### config.mk
export PLATFORM = sky130hd
export DESIGN_NAME = alu_sequencer
export DESIGN_NICKNAME = d
export VERILOG_FILES = /design/src/rtl/alu_sequencer.sv
export SDC_FILE = /design/constraint.sdc
export NUM_CORES = 1
export LEC_CHECK = 0
export ABC_AREA = 1
export BUFFER_PORTS_ARGS = -buffer_cell sky130_fd_sc_hd__clkbuf_2
export CAP_MARGIN = 0
export CORE_MARGIN = 4
export CORE_UTILIZATION = 53
export CTS_CLUSTER_DIAMETER = 200
export CTS_CLUSTER_SIZE = 28
export DETAILED_ROUTE_END_ITERATION = 12
export MAX_ROUTING_LAYER = met4
export PLACE_DENSITY = 0.85
export SYNTH_ARGS = -nofsm -noshare
export SYNTH_HDL_FRONTEND = slang
export SYNTH_SLANG_ARGS = --single-unit
### constraint.sdc
create_clock -name clk -period 1.85 [get_ports clk]
set_input_delay 0.185 -clock clk [delete_from_list [all_inputs] [get_ports clk]]
set_output_delay 0.185 -clock clk [all_outputs]
set_load 0.01 [all_outputs]
### src/rtl/alu_sequencer.sv
// Command-driven sequencer that drives the 16-bit ALU's operand-load strobes on the
// shared num bus and returns the captured ALU result through a valid/ready response.
module alu_sequencer #(
    parameter int WIDTH  = 16,
    parameter int OPW    = 3,
    parameter int MAX_OP = 6
) (
    input  logic             clk,
    input  logic             rst,
    input  logic             cmd_valid,
    output logic             cmd_ready,
    input  logic [OPW-1:0]   cmd_op,
    input  logic [WIDTH-1:0] cmd_a,
    input  logic [WIDTH-1:0] cmd_b,
    input  logic             cmd_keep_b,
    output logic [WIDTH-1:0] alu_num,
    output logic             alu_en1,
    output logic             alu_en2,
    output logic [OPW-1:0]   alu_op,
    output logic             alu_out_en,
    input  logic [WIDTH-1:0] alu_result,
    output logic             rsp_valid,
    input  logic             rsp_ready,
    output logic [WIDTH-1:0] rsp_data,
    output logic             rsp_err,
    output logic             busy
);

    typedef enum logic [2:0] {
        S_IDLE   = 3'd0,
        S_LOAD_A = 3'd1,
        S_LOAD_B = 3'd2,
        S_EXEC   = 3'd3,
        S_RESP   = 3'd4
    } state_t;

    localparam logic [OPW-1:0] MAX_OP_C = MAX_OP[OPW-1:0];

    state_t           state;
    state_t           next_state;
    logic [OPW-1:0]   op_q;
    logic [WIDTH-1:0] a_q;
    logic [WIDTH-1:0] b_q;
    logic             keep_q;
    logic             b_loaded;
    logic             ready_q;
    logic             accept;
    logic             illegal;

    // ready_q keeps cmd_ready low through the reset cycle, so acceptance follows it too
    assign accept  = (state == S_IDLE) && ready_q && cmd_valid;
    assign illegal = (cmd_op > MAX_OP_C);

    // State register
    always_ff @(posedge clk) begin
        if (rst) begin
            state <= S_IDLE;
        end else begin
            state <= next_state;
        end
    end

    // Next-state logic
    always_comb begin
        next_state = state;
        case (state)
            S_IDLE: begin
                if (accept) begin
                    next_state = illegal ? S_RESP : S_LOAD_A;
                end else begin
                    next_state = S_IDLE;
                end
            end
            S_LOAD_A: begin
                if (keep_q && b_loaded) begin
                    next_state = S_EXEC;
                end else begin
                    next_state = S_LOAD_B;
                end
            end
            S_LOAD_B: next_state = S_EXEC;
            S_EXEC:   next_state = S_RESP;
            S_RESP: begin
                if (rsp_ready) begin
                    next_state = S_IDLE;
                end else begin
                    next_state = S_RESP;
                end
            end
            default:  next_state = S_IDLE;
        endcase
    end

    // Command latch, B-operand tracking and response capture
    always_ff @(posedge clk) begin
        if (rst) begin
            op_q     <= {OPW{1'b0}};
            a_q      <= {WIDTH{1'b0}};
            b_q      <= {WIDTH{1'b0}};
            keep_q   <= 1'b0;
            b_loaded <= 1'b0;
            ready_q  <= 1'b0;
            rsp_data <= {WIDTH{1'b0}};
            rsp_err  <= 1'b0;
        end else begin
            ready_q <= (next_state == S_IDLE);
            if (accept) begin
                op_q   <= cmd_op;
                a_q    <= cmd_a;
                b_q    <= cmd_b;
                keep_q <= cmd_keep_b;
                if (illegal) begin
                    rsp_data <= {WIDTH{1'b0}};
                    rsp_err  <= 1'b1;
                end
            end
            if (state == S_LOAD_B) begin
                b_loaded <= 1'b1;
            end
            if (state == S_EXEC) begin
                rsp_data <= alu_result;
                rsp_err  <= 1'b0;
            end
        end
    end

    // Output decode from the state register
    always_comb begin
        alu_num    = {WIDTH{1'b0}};
        alu_en1    = 1'b0;
        alu_en2    = 1'b0;
        alu_op     = {OPW{1'b0}};
        alu_out_en = 1'b0;
        rsp_valid  = 1'b0;
        case (state)
            S_LOAD_A: begin
                alu_num = a_q;
                alu_en1 = 1'b1;
                alu_op  = op_q;
            end
            S_LOAD_B: begin
                alu_num = b_q;
                alu_en2 = 1'b1;
                alu_op  = op_q;
            end
            S_EXEC: begin
                alu_out_en = 1'b1;
                alu_op     = op_q;
            end
            S_RESP:  rsp_valid = 1'b1;
            default: rsp_valid = 1'b0;
        endcase
    end

    assign cmd_ready = ready_q;
    assign busy      = (state != S_IDLE);

endmodule

==> results of run 1 <==
[repair_timing]
| item | 4_1_cts | 5_1_grt |
|---|---|---|
| setup buffers | 0 | 0 |
| pin swaps | 0 | 0 |
| resized for setup | 0 | 2 |
| setup endpoints to repair | 7 | 18 |
[how the worst max path moves through the flow]
stage                                 endpoint  slack (ns)  cells past startpoint
after floorplan                    alu_num[10]        0.59                      4
after global placement              alu_num[9]        0.36                      4
after detailed placement  b_q[13]$_SDFFE_PP0N_        0.32                      6
after CTS                          alu_num[11]       -0.02                      4
after global routing               alu_num[11]        0.05                      4
final                               alu_num[9]        0.15                      4
[layer usage]
layer  GRT usage, %  wire length, µm
met5              -                0
met4           10.3              140
met2           32.3             2610
met1           23.4             2460
met3           5.28              405
[state kept, by name, summed over array words and instances (netlist names)]
name       flops
a_q           16
b_loaded       1
b_q           16
cmd_ready      1
keep_q         1
op_q           3
rsp_data      16
rsp_err        1
state          3
[power groups by stage]
stage | logic (µW) | clock network [µW] | registers [µW]
after global routing | 630 | 1200 | 1420
final | 563 | 1100 | 1410
after floorplan | 446 | 0 | 1430
after detailed placement | 561 | 0 | 1440
after global placement | 545 | 0 | 1430
after CTS | 564 | 1140 | 1410
[cell usage in the layout (no fill, tap or decap), drive strengths merged]
cell type	count
nand3	22
dfxtp	58
nand2	23
o21ai	36
and2	1
o22ai	16
nor2	6
clkinv	2
nor3	4
or2	1
bufinv	1
a21oi	55
clkbuf	109
nand4	1
buf	3
o21a	1
inv	46
[critical path, cell delays in order, from the launching register on]
cell	delay, ns
dfxtp_1	0.38
inv_2	0.17
nand3_4	0.23
o22ai_1	0.25
clkbuf_2	0.17
[per-stage QoR]
| stage | TNS (ns) | cell area [µm²] |
|---|---|---|
| 2_1_floorplan | 0 | 2620 |
| 5_1_grt | 0 | 3250 |
| 6_report | 0 | 3250 |
| 4_1_cts | -0.0479 | 3230 |
| 3_3_place_gp | 0 | 3050 |
| 3_5_place_dp | 0 | 3050 |
[logic make-up after synthesis]
kind of cell | after synthesis | synth area share (%)
flops | 58 | 44.4
compound gates | 108 | 27.8
buf+inv | 64 | 13.3
simple gates | 58 | 14.4
[area by class of cell]
type                    instances  area, µm²  area share (%)
flip-flops and latches         58       1160            35.8
multi-input cells             166       1120            34.5
repair buffers                100        520            16.0
inverters                      46        175            5.40
clock buffers                  12        145            4.47
well taps                      67       83.8            2.58
clock inverters                 3       40.0            1.23
==> summary.md, run 1 <==
| Metric | Value |
|---|---|
| Worst clock skew | between 0.004 and 0.005 ns |
| Overall via count from detail_route | between 2000 and 2500 |
| Area share of the largest cell type after synthesis | between 40 and 50% |
| Post-synthesis sequential area ratio | roughly 44% |
| Clock group share of total power | between 30% and 40% |
| Mean routed wirelength per cell | 12.4 µm |
| Worst hold slack | 0.0960 ns |
| Post-Syn Area per Cell | between 9 and 10 µm² |
| Transition at the pin with the smallest max-transition slack | 0.538 ns |
| Number of global-route vias before repair | between 2000 and 2500 |
| Async set-or-reset flop fraction in the synthesized netlist | 0% |
| Worst Setup End Kind | output pin |
| RSZ-0062 raised after global routing | false |
| Yosys warns | 0 |
| Top cells by area in the synthesized netlist | dfxtp_1 (44%), a21oi_2 (9.0%), inv_1 (5.9%), o21ai_2 (5.7%), a21oi_1 (5.4%) |
| Worst slew margin relative to its limit | around 64% |
| Clock sinks | 58 |
| Largest buffer count on any clock path | 2 |
| Flop2flop setup slack | approximately 0.26 ns |
| Reg2Reg Capture Point | b_q[3]$_SDFFE_PP0N_ |
| Die width | ~78 µm |
| Post-layout total power | between 3000 and 4000 µW |
| Antenna diode instance count | 0 |
| Setup crit start kind | register |
| Most used DFF post-synth | dfxtp_1 |
| Most frequent cells after synthesis | dfxtp_1 (58), inv_1 (41), a21oi_1 (28) |
| Post-Syn Area | between 2000 and 3000 µm² |
| Largest fanout on the critical path | 19 |
| Final cycle utilization of the critical path | 92.0% |
| Cell Pwr Density | between 900 and 1000 nW/µm² |
| Clock transition at the registers of the reported paths | 0.06 ns |
| Final critical-path setup slack | between 0.1 and 0.15 ns |
| WHS Endpoint | rsp_data[15]$_SDFFE_PP0P_ |
| Switching power | ~860 µW |
| Overall routing resource usage | roughly 20% |
| Die area | approximately 6000 µm² |
| Unique cell type count in the Yosys netlist | 30 |
| Worst IR drop on VDD | 0.638 mV |
| Run status | completed |
| Placer congestion estimate | ~0.74 |
| Logic gate share of total power | approximately 18% |
| Pre-CTS worst setup slack | roughly 0.32 ns |
| Number of DRC markers in iteration 0 | just under 90 |
| Lkg Pwr | ~0.0014 µW |
| Arrival time worst endpoint | ~1.5 ns |
| Drc violations | 0 |
| Cell with the most instances after synthesis | dfxtp_1 |
| Layout overhead on the synthesized area | 24.1% |
| Startpoint of the worst hold path | alu_result[15] |
| Switching power as a share of total power | 27.8% |
| Vias per Instance | around 5 |
| Number of max-cap violations | 0 |
| Net Count, Synth | around 340 |
| Time the final worst path needs with I/O delays and setup | between 1.5 and 2 ns |
| Pins Over Slew Limit | 0 |
| Router iterations before antenna repair | 4 |
| Gate Count Post-Synth | about 290 |
| Global-route wire length before repair | roughly 9600 µm |
| Root cell of the clock tree | clkbuf_8 |
| Highest clock rate | around 600 MHz |
| Starting Density | 55.0% |
| Maximum number of pins on one net before global-route repair | between 70 and 80 |
| TritonCTS buffer count | 9 |
| Post-layout utilization of the core | about two thirds |
| # rows | 25 |
| Number of enable flip-flop cells after synthesis | 0 |
| PortBufs | 97 |
| Hold violation total from the final report | 0 |
| Count of cells along the worst hold path | 3 |
| Height of the chip | roughly 78 µm |
| Portion of total power attributed to sequential cells | between 40% and 50% |
| Number of H-tree branching levels | 3 |
| Worst reg2reg path startpoint | state[0]$_SDFF_PP0_ |
| Antenna violations before repair | 0 |
| Remaining Overflow, GRT | 0 |
| HPWL after detailed placement | roughly 4000 µm |
| Layout net count | 437 |
| Fraction of final layout cells sized beyond drive strength 1 | between 40% and 50% |
| Cell total after placement | 437 |
| Timing startpoint of the critical path | state[2]$_SDFF_PP0_ |
| Cell depth of the worst flop-to-flop path | 6 |
| Fill cells | ~400 |
| Final Instance Count excl. Fillers | ~450 |
| Final wirelength | 5620 µm |
| TritonCTS clock tree | done |
| Area of the placeable core | 4750 µm² |
| Residual antenna-violating net count after detailed routing | 0 |
| Hold-fix buffer count after cts | 0 |
| Critical Setup Path Class | register to output pin |
| Kind of path behind the tightest hold check | input port to register |
| Total setup violations reported at the end of the flow | 0 |
| Number of storage elements in the synthesis netlist | 58 |
| Critical Path RT | roughly 1.7 ns |
| Cell type with the highest aggregate area in the netlist | dfxtp_1 |
| Clock network latency to the later pin of the worst-skew pair | ~0.32 ns |
| Internal power | between 2000 and 2500 µW |
| Number of top-level pins | 98 |
Power figures use the tool's default switching activity.
==> run 2: changes to the inputs <==
PLACE_DENSITY = default   (was 0.85)
PLACE_DENSITY_LB_ADDON = 0.1   (was default)
==> run 2 against run 1 <==
Effect of this change: critical path depth down 1; worst setup slack worse by 0.030 ns; register-to-register slack better by 0.02 ns; global-route usage up 0.19 points; sequential share of layout area up 0.33 points; largest power group unchanged; clock skew down 0.0017 ns; wire length down 0.80%; die area unchanged; maximum frequency down 1.7%.
==> summary.md, run 2 (synthesis results as in run 1) <==
| Metric | Value |
|---|---|
| Run status | completed |
| Global-route wire length before repair | 9620 µm (+0.35%) |
| HPWL after detailed placement | 3920 µm (-3.1%) |
| Layout overhead on the synthesized area | 23.1% |
| Final wirelength | 5580 µm (-0.80%) |
| Overall via count from detail_route | 2221 (-1.9%) |
| TritonCTS buffer count | 9 (unchanged) |
| Area of the placeable core | 4750 µm² (unchanged) |
| Arrival time worst endpoint | 1.55 ns (+0.03 ns) |
| Lkg Pwr | 0.00134 µW (-1.4%) |
| Worst Setup End Kind | output pin |
| Total setup violations reported at the end of the flow | 0 (unchanged) |
| # rows | 25 (unchanged) |
| Worst clock skew | 0.00313 ns (-0.00174 ns) |
| Worst IR drop on VDD | 0.663 mV (+3.9%) |
| Mean routed wirelength per cell | 12.4 µm (-0.58%) |
| Highest clock rate | 577 MHz (-1.7%) |
| Cell Pwr Density | 908 nW/µm² (-4.3%) |
| Critical Path RT | 1.66 ns (about the same) |
| Hold violation total from the final report | 0 (unchanged) |
| TritonCTS clock tree | done |
| CP max stage cell | dfxtp_1 |
| Pins Over Slew Limit | 0 (unchanged) |
| Number of H-tree branching levels | 3 (unchanged) |
| Fill cells | 427 (+6.2%) |
| Antenna violations before repair | 0 (unchanged) |
| Vias per Instance | 4.92 (-1.7%) |
| Buffer count from post-CTS setup fixing | 0 (unchanged) |
| Die area | 6120 µm² (unchanged) |
| Remaining Overflow, GRT | 0 (unchanged) |
| Largest buffer count on any clock path | 2 (unchanged) |
| RSZ-0062 raised after global routing | true |
| Placer congestion estimate | 0.767 (+3.5%) |
| Die width | 78.2 µm (unchanged) |
| Final cycle utilization of the critical path | 93.6% (+1.6 points) |
| Kind of path behind the tightest hold check | input port to register |
| Residual antenna-violating net count after detailed routing | 0 (unchanged) |
| Largest fanout on the critical path | 18 (-1) |
| Number of max-cap violations | 0 (unchanged) |
| Leading cell types in the layout, fill and taps excluded | clkbuf_2 (97), dfxtp_1 (57), inv_1 (41) |
| Number of global-route vias before repair | 2099 (-5.4%) |
| Setup crit start kind | register |
| Drc violations | 0 (unchanged) |
| Largest stage delay on the critical path | 0.48 ns (+0.10 ns) |
| Biggest regs | a_q x16, b_q x16, rsp_data x16 |
| Antenna diode instance count | 0 (unchanged) |
| Fraction of final layout cells sized beyond drive strength 1 | 46.6% (-0.40 points) |
| Layout net count | 437 (unchanged) |
| Clock sinks | 58 (unchanged) |
| Buffer and inverter count on the worst path | 2 (unchanged) |
| Worst hold slack | 0.0839 ns (-0.0121 ns) |
| Overall routing resource usage | 20.3% (+0.19 points) |
| Starting Density | 55.0% (unchanged) |
| PortBufs | 97 (unchanged) |
| Time the final worst path needs with I/O delays and setup | 1.73 ns (+0.0297 ns) |
| Number of top-level pins | 98 (unchanged) |
| Clock transition at the registers of the reported paths | 0.06 ns (about the same) |
| Clock network latency to the later pin of the worst-skew pair | 0.32 ns (about the same) |
| Height of the chip | 78.2 µm (unchanged) |
| Leading cell type in the layout, fill and taps excluded | clkbuf_2 |
| Maximum number of pins on one net before global-route repair | 72 (unchanged) |
| Root cell of the clock tree | clkbuf_8 |
| Worst slew margin relative to its limit | 64.6% (+0.50 points) |
| Hold-fix buffer count after cts | 0 (unchanged) |
| Critical Setup Path Class | register to output pin |
| Kind of cell adding the most delay to the critical path | flip-flops |
| CP Cell Sequence | nand3_4 -> inv_6 -> clkbuf_2 |
| Router iterations before antenna repair | 4 (unchanged) |
| Number of DRC markers in iteration 0 | 106 (+19%) |
| Transition at the pin with the smallest max-transition slack | 0.530 ns (-0.00750 ns) |
| Post-layout utilization of the core | 67.7% (-0.55 points) |
| Post_cts resized | 2 (+2) |
## run 2: changes by cell type in the layout (fill, tap and decap cells not counted)
cell	previous run	this run
clkbuf_1	2	4
clkinv_2	2	0
bufinv_16	1	0
dfxtp_1	58	57
dfxtp_2	0	1
inv_2	4	3
inv_6	0	1
## run 2: layout make-up
type	instances	area, µm²	share of cell area, %
inverter	46	180	5.60
sequential	58	1160	36.1
timing repair buffer	100	520	16.2
clock buffer	14	153	4.74
multi-input combinational	166	1120	34.8
tap	67	83.8	2.60
## run 2: tightest hold or removal path: stages
cell	delay (ns)
clkbuf_2	0.08
nor2_1	0.04
nor2_1	0.08
## run 2: metal layers
metal / wire length, µm / global-route usage [%] / vias to the layer above
met5: 0 / - / -
met4: 105 / 8.92 / 0
met3: 304 / 4.01 / 10
met2: 2610 / 30.8 / 62
met1: 2560 / 26.5 / 997
li1: - / - / 1152
## run 2: power breakdown
group	switching [µW]	leakage [µW]	internal (µW)	total [µW]
clock network	439	0.0000766	510	949
registers	43.2	0.000474	1370	1410
logic	354	0.000789	208	562
## run 2: worst paths after layout
path | cells after the start | end | slack (ns) | from
worst min register to register | 2 | a_q[3]$_SDFFE_PP0N_ | 0.45 | a_q[3]$_SDFFE_PP0N_
worst min-delay path | 3 | keep_q$_SDFFE_PP0N_ | 0.08 | cmd_keep_b
worst max register to register | 6 | a_q[11]$_SDFFE_PP0N_ | 0.28 | state[0]$_SDFF_PP0_
worst max-delay path | 3 | alu_out_en | 0.12 | state[1]$_SDFF_PP0_
## run 2: stage by stage
stage | cell area [µm²] | cells | power, µW | worst slack (ns) | setup TNS, ns
2_1_floorplan | 2620 | 288 | 1880 | 0.592 | 0
3_3_place_gp | 3050 | 437 | 1990 | 0.301 | 0
3_5_place_dp | 3050 | 437 | 2000 | 0.311 | 0
4_1_cts | 3210 | 451 | 2950 | 0.0348 | 0
5_1_grt | 3220 | 451 | 3100 | -0.00176 | -0.00176
6_report | 3220 | 451 | 2920 | 0.118 | 0
